$ cat src/rtl/timer_arbiter_if.sv
// Bundle between the requesting clients / shared Timer and the timer_arbiter.
// The arbiter connects through the slave modport; the client/Timer side uses master.
interface timer_arbiter_if #(
    parameter int N = 4,
    parameter int W = 32
);
    logic [N-1:0]   req;
    logic [N-1:0]   req_up;
    logic [N*W-1:0] req_const;
    logic [N-1:0]   grant;
    logic [N-1:0]   done;
    logic [N-1:0]   err;
    logic           busy;
    logic           tmr_start;
    logic           tmr_up;
    logic [W-1:0]   tmr_const;
    logic           tmr_alarm;

    modport master (
        output req, req_up, req_const, tmr_alarm,
        input  grant, done, err, busy, tmr_start, tmr_up, tmr_const
    );

    modport slave (
        input  req, req_up, req_const, tmr_alarm,
        output grant, done, err, busy, tmr_start, tmr_up, tmr_const
    );
endinterface

$ cat src/rtl/timer_arbiter.sv
// Round-robin sharing of one Timer among N requesters: START -> ARM -> RUN -> DONE per grant.
// Optional RUN watchdog enabled by defining TIMER_ARB_WATCHDOG_EN (err tied 0 otherwise).
module timer_arbiter #(
    parameter int N        = 4,
    parameter int W        = 32,
    parameter int WD_LIMIT = 1024
) (
    input  logic            clk,
    input  logic            rst_n,
    timer_arbiter_if.slave  bus
);
    localparam int IW = (N > 1) ? $clog2(N) : 1;

    typedef enum logic [2:0] {
        S_IDLE,
        S_START,
        S_ARM,
        S_RUN,
        S_DONE
    } state_e;

    state_e         state_q, state_d;
    logic [N-1:0]   grant_q, grant_d;
    logic [N-1:0]   done_q, done_d;
    logic           tmr_start_q, tmr_start_d;
    logic           tmr_up_q, tmr_up_d;
    logic [W-1:0]   tmr_const_q, tmr_const_d;
    logic [IW-1:0]  rr_ptr_q, rr_ptr_d;
    logic [IW-1:0]  owner_q, owner_d;

    logic [IW-1:0]  cand [N];
    logic           found;
    logic [IW-1:0]  pick;
    logic [IW-1:0]  next_ptr;
    logic           owner_req;
    logic           wd_hit;

    // Candidate k is the requester k positions above rr_ptr, wrapping modulo N.
    for (genvar k = 0; k < N; k++) begin : g_cand
        assign cand[k] = IW'((32'(rr_ptr_q) + k) % N);
    end

    // Scan from the far end so the lowest offset from rr_ptr overwrites the rest.
    always_comb begin
        found = 1'b0;
        pick  = '0;
        for (int k = N - 1; k >= 0; k--) begin
            if (bus.req[cand[k]]) begin
                found = 1'b1;
                pick  = cand[k];
            end
        end
    end

    assign next_ptr  = (owner_q == IW'(N - 1)) ? '0 : owner_q + 1'b1;
    assign owner_req = bus.req[owner_q];

`ifdef TIMER_ARB_WATCHDOG_EN
    localparam int CW = $clog2(WD_LIMIT + 1);

    logic [CW-1:0] wd_cnt_q, wd_cnt_d;
    logic [N-1:0]  err_q, err_d;

    assign wd_hit = (wd_cnt_q == CW'(WD_LIMIT - 1));

    always_comb begin
        wd_cnt_d = wd_cnt_q;
        err_d    = '0;
        if (state_q == S_ARM) begin
            wd_cnt_d = '0;
        end else if (state_q == S_RUN) begin
            if (!wd_hit) begin
                wd_cnt_d = wd_cnt_q + 1'b1;
            end
            // Alarm on the limit cycle still reports done, never err.
            if (!bus.tmr_alarm && owner_req && wd_hit) begin
                err_d = grant_q;
            end
        end
    end

    always_ff @(posedge clk or negedge rst_n) begin
        if (!rst_n) begin
            wd_cnt_q <= '0;
            err_q    <= '0;
        end else begin
            wd_cnt_q <= wd_cnt_d;
            err_q    <= err_d;
        end
    end

    assign bus.err = err_q;
`else
    assign wd_hit  = 1'b0;
    assign bus.err = '0;
`endif

    // NOTE: every state element uses non-blocking assignment so all flops update
    // together on the edge; blocking here would leak new values into later reads.
    always_ff @(posedge clk or negedge rst_n) begin
        if (!rst_n) begin
            state_q     <= S_IDLE;
            grant_q     <= '0;
            done_q      <= '0;
            tmr_start_q <= 1'b0;
            tmr_up_q    <= 1'b0;
            tmr_const_q <= '0;
            rr_ptr_q    <= '0;
            owner_q     <= '0;
        end else begin
            state_q     <= state_d;
            grant_q     <= grant_d;
            done_q      <= done_d;
            tmr_start_q <= tmr_start_d;
            tmr_up_q    <= tmr_up_d;
            tmr_const_q <= tmr_const_d;
            rr_ptr_q    <= rr_ptr_d;
            owner_q     <= owner_d;
        end
    end

    // Alarm is looked at only in RUN; a stale Alarm during START/ARM is ignored.
    always_comb begin
        state_d = state_q;
        unique case (state_q)
            S_IDLE:  if (found) state_d = S_START;
            S_START: state_d = S_ARM;
            S_ARM:   state_d = S_RUN;
            S_RUN: begin
                if (bus.tmr_alarm)   state_d = S_DONE;
                else if (!owner_req) state_d = S_IDLE;
                else if (wd_hit)     state_d = S_DONE;
            end
            S_DONE:  state_d = S_IDLE;
            default: state_d = S_IDLE;
        endcase
    end

    // NOTE: each output starts from a default (hold or zero) before the case,
    // so no path leaves a variable unassigned and no latch is inferred.
    always_comb begin
        grant_d     = grant_q;
        done_d      = '0;
        tmr_start_d = 1'b0;
        tmr_up_d    = tmr_up_q;
        tmr_const_d = tmr_const_q;
        rr_ptr_d    = rr_ptr_q;
        owner_d     = owner_q;
        unique case (state_q)
            S_IDLE: begin
                if (found) begin
                    owner_d     = pick;
                    grant_d     = N'(1) << pick;
                    tmr_up_d    = bus.req_up[pick];
                    tmr_const_d = bus.req_const[pick*W +: W];
                    tmr_start_d = 1'b1;
                end
            end
            S_RUN: begin
                if (bus.tmr_alarm) begin
                    done_d = grant_q;
                end else if (!owner_req) begin
                    grant_d  = '0;
                    rr_ptr_d = next_ptr;
                end
            end
            S_DONE: begin
                grant_d  = '0;
                rr_ptr_d = next_ptr;
            end
            default: ;
        endcase
    end

    assign bus.grant     = grant_q;
    assign bus.done      = done_q;
    assign bus.busy      = (state_q != S_IDLE);
    assign bus.tmr_start = tmr_start_q;
    assign bus.tmr_up    = tmr_up_q;
    assign bus.tmr_const = tmr_const_q;
endmodule

$ cat src/flat_wrapper.sv
// flat-port wrapper written by rule: the top's interface ports become plain ports
module timer_arbiter_flat 
#(
    parameter int N        = 4,
    parameter int W        = 32,
    parameter int WD_LIMIT = 1024
)
  (clk, rst_n, bus_req, bus_req_up, bus_req_const, bus_tmr_alarm, bus_grant, bus_done, bus_err, bus_busy, bus_tmr_start, bus_tmr_up, bus_tmr_const);
  timer_arbiter_if #(.N(N), .W(W)) bus_i ();
  input  logic clk;
  input  logic rst_n;
  input wire logic [$bits(bus_i.req)-1:0] bus_req;
  input wire logic [$bits(bus_i.req_up)-1:0] bus_req_up;
  input wire logic [$bits(bus_i.req_const)-1:0] bus_req_const;
  input wire logic [$bits(bus_i.tmr_alarm)-1:0] bus_tmr_alarm;
  output wire logic [$bits(bus_i.grant)-1:0] bus_grant;
  output wire logic [$bits(bus_i.done)-1:0] bus_done;
  output wire logic [$bits(bus_i.err)-1:0] bus_err;
  output wire logic [$bits(bus_i.busy)-1:0] bus_busy;
  output wire logic [$bits(bus_i.tmr_start)-1:0] bus_tmr_start;
  output wire logic [$bits(bus_i.tmr_up)-1:0] bus_tmr_up;
  output wire logic [$bits(bus_i.tmr_const)-1:0] bus_tmr_const;
  assign bus_i.req = bus_req;
  assign bus_i.req_up = bus_req_up;
  assign bus_i.req_const = bus_req_const;
  assign bus_i.tmr_alarm = bus_tmr_alarm;
  assign bus_grant = bus_i.grant;
  assign bus_done = bus_i.done;
  assign bus_err = bus_i.err;
  assign bus_busy = bus_i.busy;
  assign bus_tmr_start = bus_i.tmr_start;
  assign bus_tmr_up = bus_i.tmr_up;
  assign bus_tmr_const = bus_i.tmr_const;
  timer_arbiter #(.N(N), .W(W), .WD_LIMIT(WD_LIMIT)) u_core (.clk(clk), .rst_n(rst_n), .bus(bus_i));
endmodule
$ cat config.mk
export PLATFORM = sky130hd
export DESIGN_NAME = timer_arbiter_flat
export DESIGN_NICKNAME = d
export VERILOG_FILES = /design/src/rtl/timer_arbiter_if.sv /design/src/rtl/timer_arbiter.sv /design/src/flat_wrapper.sv
export SDC_FILE = /design/constraint.sdc
export NUM_CORES = 1
export LEC_CHECK = 0
export CAP_MARGIN = 30
export CORE_ASPECT_RATIO = 2
export CORE_MARGIN = 2
export CORE_UTILIZATION = 33
export CTS_CLUSTER_DIAMETER = 150
export DETAILED_ROUTE_END_ITERATION = 16
export PLACE_DENSITY = 0.76
export SKIP_CTS_REPAIR_TIMING = 1
export SLEW_MARGIN = 30
export SYNTH_ARGS = -nofsm -noshare
export SYNTH_HDL_FRONTEND = slang
export SYNTH_SLANG_ARGS = --single-unit
$ cat constraint.sdc
create_clock -name clk -period 1.9 [get_ports clk]
set_clock_uncertainty 0.05 [all_clocks]
set_input_delay 0.285 -clock clk [delete_from_list [all_inputs] [get_ports clk]]
set_output_delay 0.285 -clock clk [all_outputs]
set_load 0.005 [all_outputs]
Yosys cells after proc, flatten, opt, wreduce, memory -nomap -nowiden
Cells that the tools add are included.
{"block": "classes", "n_addsub": 4, "eq_ne": 9, "n_lt_le_gt_ge": 6, "reduce_logical": 8, "n_shift": 2, "n_mux": 36}
{"op": "variable part select 128 x 8 -> 32 bit", "count": 1}
{"op": "two-way mux 4 bit", "count": 5}
{"op": "less-than comparator 2 x 3 -> 1 bit (second input constant)", "count": 6}
{"op": "two-way mux 2 bit", "count": 7}
{"op": "binary-select mux 1 bit (select 2 bit)", "count": 6}
{"op": "two-way mux 1 bit", "count": 12}
{"op": "case mux 3 bit (4 select lines)", "count": 1}
{"op": "case mux 4 bit (3 select lines)", "count": 1}
{"op": "two-way mux 3 bit", "count": 3}
{"op": "== test 3 x 2 -> 1 bit (second input constant)", "count": 2}
{"op": "nonzero test 3 bit", "count": 2}
{"op": "adder 2 x 1 -> 2 bit (second input constant)", "count": 2}
{"op": "adder 2 bit (second input constant)", "count": 2}
{"op": "!= test 2 bit (second input constant)", "count": 2}
{"op": "case mux 2 bit (2 select lines)", "count": 1}
{"op": "AND reduction 2 bit", "count": 2}
{"op": "AND reduction 4 bit", "count": 1}
{"op": "left shift 1 x 2 -> 4 bit (first input constant)", "count": 1}
{"op": "== test 3 x 1 -> 1 bit (second input constant)", "count": 1}
{"op": "== test 3 bit (second input constant)", "count": 1}
{"op": "zero test 3 bit", "count": 1}
{"op": "!= test 3 bit (second input constant)", "count": 1}
{"op": "AND reduction 3 bit", "count": 1}
{"op": "== test 2 bit (second input constant)", "count": 1}
{"op": "other kinds (2)", "count": 2}
{"block": "totals", "inputBits": 139, "output_inout_bits": 47, "ff_bits": 49}

Longest topological paths before layout
Gate-level depths: netlist of run 1.
{"block": "depth", "word_depth": 10, "ltp_mapped": 8, "depth_no_buf": 5}

Worst setup path after synthesis of run 1
OpenSTA, ideal clock, no wires.
{"block": "synth_timing", "path_kind": "reg-to-reg", "start": "register u_core.rr_ptr_q[1]", "end": "register u_core.tmr_const_q[0] (netlist: u_core.bus.tmr_const[0])", "period_less_slack_ns": 1.810, "required_time_ns": 1.711, "t_arrival_ns": 1.621, "setup_ns": 0.139, "stages_incl_launch_ff": 7, "setup_slack_ns": 0.090, "cell_sequence": "dfrtp_1 -> mux2_2 -> nand2_1 -> nand2_1 -> clkbuf_1 -> a2111oi_0 -> a311oi_1"}
{"block": "synth_via", "elab_chain_len": 8, "word_cells_on_any_way": 21, "classes_between": "add/sub: 3; shift: 1; mux: 16; reduce/logical: 1"}
{"element": "start: declaration", "line_no": "timer_arbiter.sv:28", "source": "logic [IW-1:0] rr_ptr_q, rr_ptr_d;"}
{"element": "start signal: assignment", "line_no": "timer_arbiter.sv:117", "source": "rr_ptr_q <= rr_ptr_d;"}
{"element": "adder 2 bit", "line_no": "timer_arbiter.sv:40", "source": "assign cand[k] = IW'((32'(rr_ptr_q) + k) % N);"}
{"element": "binary-select mux 1 bit (select 2 bit)", "line_no": "timer_arbiter.sv:48", "source": "if (bus.req[cand[k]]) begin"}
{"element": "two-way mux 1 bit (not written as such)", "line_no": "timer_arbiter.sv:48"}
{"element": "two-way mux 2 bit or two-way mux 1 bit (tied branches) (4 in series)", "line_no": "timer_arbiter.sv:48"}
{"element": "variable part select 128 x 8 -> 32 bit or AND reduction 2 bit (tied branches)"}
{"element": "end signal: assignment", "line_no": "timer_arbiter.sv:116", "source": "tmr_const_q <= tmr_const_d;"}
{"element": "end: declaration", "line_no": "timer_arbiter.sv:27", "source": "logic [W-1:0] tmr_const_q, tmr_const_d;"}
Several ways; a longest one is shown, not always the timed one. The select of a mux whose other input is x is not followed.
A chain may end at the register's enable or synchronous reset.

Final worst setup path of run 1
{"block": "layout_timing", "start": "register u_core.rr_ptr_q[1]", "end": "register u_core.tmr_const_q[22] (netlist: u_core.bus.tmr_const[22])"}
The elaborated chain is that of the path after synthesis.

==> results of run 1 <==
==> routing by layer <==
layer,routed length [um],global-route usage,vias up
li1,-,-,1727
met1,4960,0.248,1840
met2,7830,0.431,222
met3,775,0.0328,76
met4,1020,0.161,0
met5,0,0,-
==> power by group through the flow <==
stage	sequential, uW	clock, uW	combinational (uW)
4_1_cts	1830	1050	3850
3_5_place_dp	1840	0	3830
6_report	1870	1030	5780
5_1_grt	1930	1090	6090
3_3_place_gp	1820	0	3720
2_1_floorplan	1850	0	1750
==> Yosys cell counts (all sizes together) <==
| library cell | number | area, sq um |
|---|---|---|
| o21a | 1 | 7.51 |
| a31oi | 1 | 6.26 |
| or2 | 1 | 6.26 |
| a2111oi | 33 | 289 |
| dfrtp | 49 | 1230 |
| nor2b | 2 | 12.5 |
| nand2 | 74 | 280 |
| a311oi | 33 | 289 |
| buf | 21 | 140 |
| o22ai | 1 | 6.26 |
| clkbuf | 16 | 60.1 |
| nor2 | 41 | 154 |
| o211ai | 1 | 7.51 |
| o31ai | 2 | 15.0 |
| a32o | 1 | 10.0 |
| nor3 | 5 | 25.0 |
| conb | 1 | 3.75 |
| and3 | 34 | 213 |
| or4 | 1 | 11.3 |
| a21o | 1 | 7.51 |
| a221o | 1 | 10.0 |
| o21ai | 5 | 25.0 |
| a21oi | 4 | 20.0 |
| mux4 | 1 | 22.5 |
| a22o | 1 | 8.76 |
| ha | 1 | 12.5 |
| inv | 5 | 18.8 |
| a21boi | 1 | 7.51 |
| mux2 | 2 | 22.5 |
| and2 | 7 | 43.8 |
| a2bb2oi | 1 | 15.0 |
==> how the worst min path moves through the flow <==
stage                              from                       end  slack, ps  cells past startpoint
detailed placement                rst_n  u_core.bus.tmr_const[10]        240                      1
global placement                  rst_n   u_core.bus.tmr_const[7]        230                      1
CTS                               rst_n  u_core.bus.tmr_const[29]        -70                      1
finish              u_core.bus.grant[1]       u_core.bus.grant[1]        450                      2
global route        u_core.bus.grant[0]        u_core.bus.done[0]        480                      1
floorplan                         rst_n        u_core.bus.done[0]        -60                      0
==> state kept, by name, summed over array words and instances (netlist names) <==
name and count:
u_core.bus.tmr_const 32, u_core.bus.done 4, u_core.bus.grant 4, u_core.state_q 3
u_core.owner_q 2, u_core.rr_ptr_q 2, u_core.bus.tmr_start 1, u_core.bus.tmr_up 1
==> cells by family (layout without fill, tap and decap cells) <==
family	count (synthesis)	in the layout	share of synthesized area
adder cells (fa/ha/maj)	1	1	0.00420
AND/OR/NAND/NOR	165	165	0.251
buffers and inverters	42	259	0.0736
multiplexers	3	3	0.0151
flip-flops	49	49	0.412
other	1	5	0.00126
AO/OA/AOI/OAI	87	87	0.243
==> per-stage QoR <==
step / worst slack, ps / setup TNS [ps] / instance area, sq um / std cells
finish: -26.9 / -60.5 / 6440 / 671
global route: -109 / -1300 / 6440 / 671
CTS: -302 / -6970 / 5280 / 647
detailed placement: -614 / -18980 / 5110 / 639
global placement: -556 / -17510 / 5110 / 639
floorplan: 89.6 / 0 / 2990 / 351
==> area by class of cell <==
| cell class | instances | area (sq um) | area share |
|---|---|---|---|
| Timing Repair Buffer | 246 | 2540 | 0.394 |
| Multi-Input combinational cell | 260 | 2360 | 0.366 |
| Sequential cell | 49 | 1230 | 0.191 |
| Clock buffer | 6 | 129 | 0.0200 |
| Tap cell | 102 | 128 | 0.0198 |
| Clock inverter | 2 | 38.8 | 0.00602 |
| Inverter | 5 | 18.8 | 0.00291 |
| Antenna cell | 1 | 2.50 | 0.000389 |
==> worst max-delay path, delay by kind of cell, from the launching register on <==
kind	cells	cell delay, ps
AO/OA/AOI/OAI	3	800
flip-flops	1	450
buffers and inverters	2	280
AND/OR/NAND/NOR	2	230
==> impl_metrics.ini, run 1 <==
[timing]
tightest_slew_ps = 543
hold_viol = 0
finalHoldWorstSlack_ps = 445
clock.fmax_mhz = 519
finalCritPeriodShare = 1.01
rsz0062_at_grt = yes
post-route-min-period_ps = 1930
setup_viol = 4
drv_slew = 0
fin_ws_ps = -26.9
maxSlewHeadroom = 0.638

[clock_tree]
cts_tree = done
path_clk_slew_ps = 70
clock_sinks = 49
h-tree-depth = 2
numCtsBuffers = 5
clockBufferDepth = 2
worstSkewPairLatency_ps = 290
cts-root-buf = clkbuf_16

[cells_and_area]
fillers = 619
final_cell_mix = clkdlybuf4s50_1 (177), nand2_1 (66), dfrtp_1 (47)
final_common_cell = clkdlybuf4s50_1
drive_above_1_share = 0.261
area_delta_synth_final_pct = 116
utilization = 0.725
nets = 707

[power_and_ir_drop]
ir_worst_vdd_v = 0.000652
cellLeakagePower_uw = 0.00249
netSwitchingFraction = 0.411
power_report.internal_total_uw = 5110
p_switching_uw = 3570
p_comb_frac = 0.666
sequentialPowerShare = 0.215
p_total_uw = 8680
p_clk_frac = 0.119
pwr_density_cell_mw_per_mm2 = 1350

[setup_path]
worstPathRequired_ps = 2010
timing.rr.end = u_core.bus.tmr_const[22]
crit_path_top_delay_cell = dfrtp_2
cp.arrival_ps = 2040
crit_path_end = u_core.bus.tmr_const[22]
critical_path.startpoint = u_core.rr_ptr_q[1]
critPathKind = reg2reg
cp_cell_sequence = buf_6, nand2_2, a221o_1, and2_4, buf_12, a2111oi_4, a311oi_2
r2r_start = u_core.rr_ptr_q[1]
crit_path_end_kind = register
crit_fanout = 8
rr_worst_depth = 7
crit_path_max_incr_delay_ps = 450
r2r_setup_slack_ps = -30
cp-start-kind = register

[placement]
hpwl_um = 9090
gp_congestion = 0.890
io_buffers = 181

[synth]
ys_types = 35
netlist_area_sq_mm = 0.00298
syn_avg_cell_area_sq_um = 8.55
synth-seq-cells = 49
synth_cells = 348
ys_seq_area_frac = 0.412
ys_warn_count = 0

[die]
die_h_um = 138
start_util = 0.335
std_cell_rows = 49
ioPinCount = 186
die_w_um = 71.2
die-area_sq_mm = 0.00984
core_sq_mm = 0.00889

[outcome]
violations = setup timing
status = complete, but fails checks

[route]
ant_nets = 0
drc = 0
viasPerCell = 5.76
drt_pass1_iterations = 4
wire_per_inst_um = 21.7
num_vias = 3865
wl_um = 14600
drt-initial-drc-count = 213

[global_routing]
overflow = 0
antenna_found_initial = 1
grt_first_pass_wirelength_um = 18800
grt_pass1_vias = 3928
gr-usage-all-layers = 0.240
grt_max_degree = 35

[job]
max_cap_viol_count = 0

[min_path]
worstHoldPathType = reg2reg
Power figures use the tool's default switching activity.
==> run 2: changes to the inputs <==
--- a/config.mk
+++ b/config.mk
@@ -5,7 +5,6 @@
 export SDC_FILE = /design/constraint.sdc
 export NUM_CORES = 1
 export LEC_CHECK = 0
-export CAP_MARGIN = 30
 export CORE_ASPECT_RATIO = 2
 export CORE_MARGIN = 2
 export CORE_UTILIZATION = 33
==> results of run 2 <==
No change in the layout: final DEF, timing and power equal those of run 1.
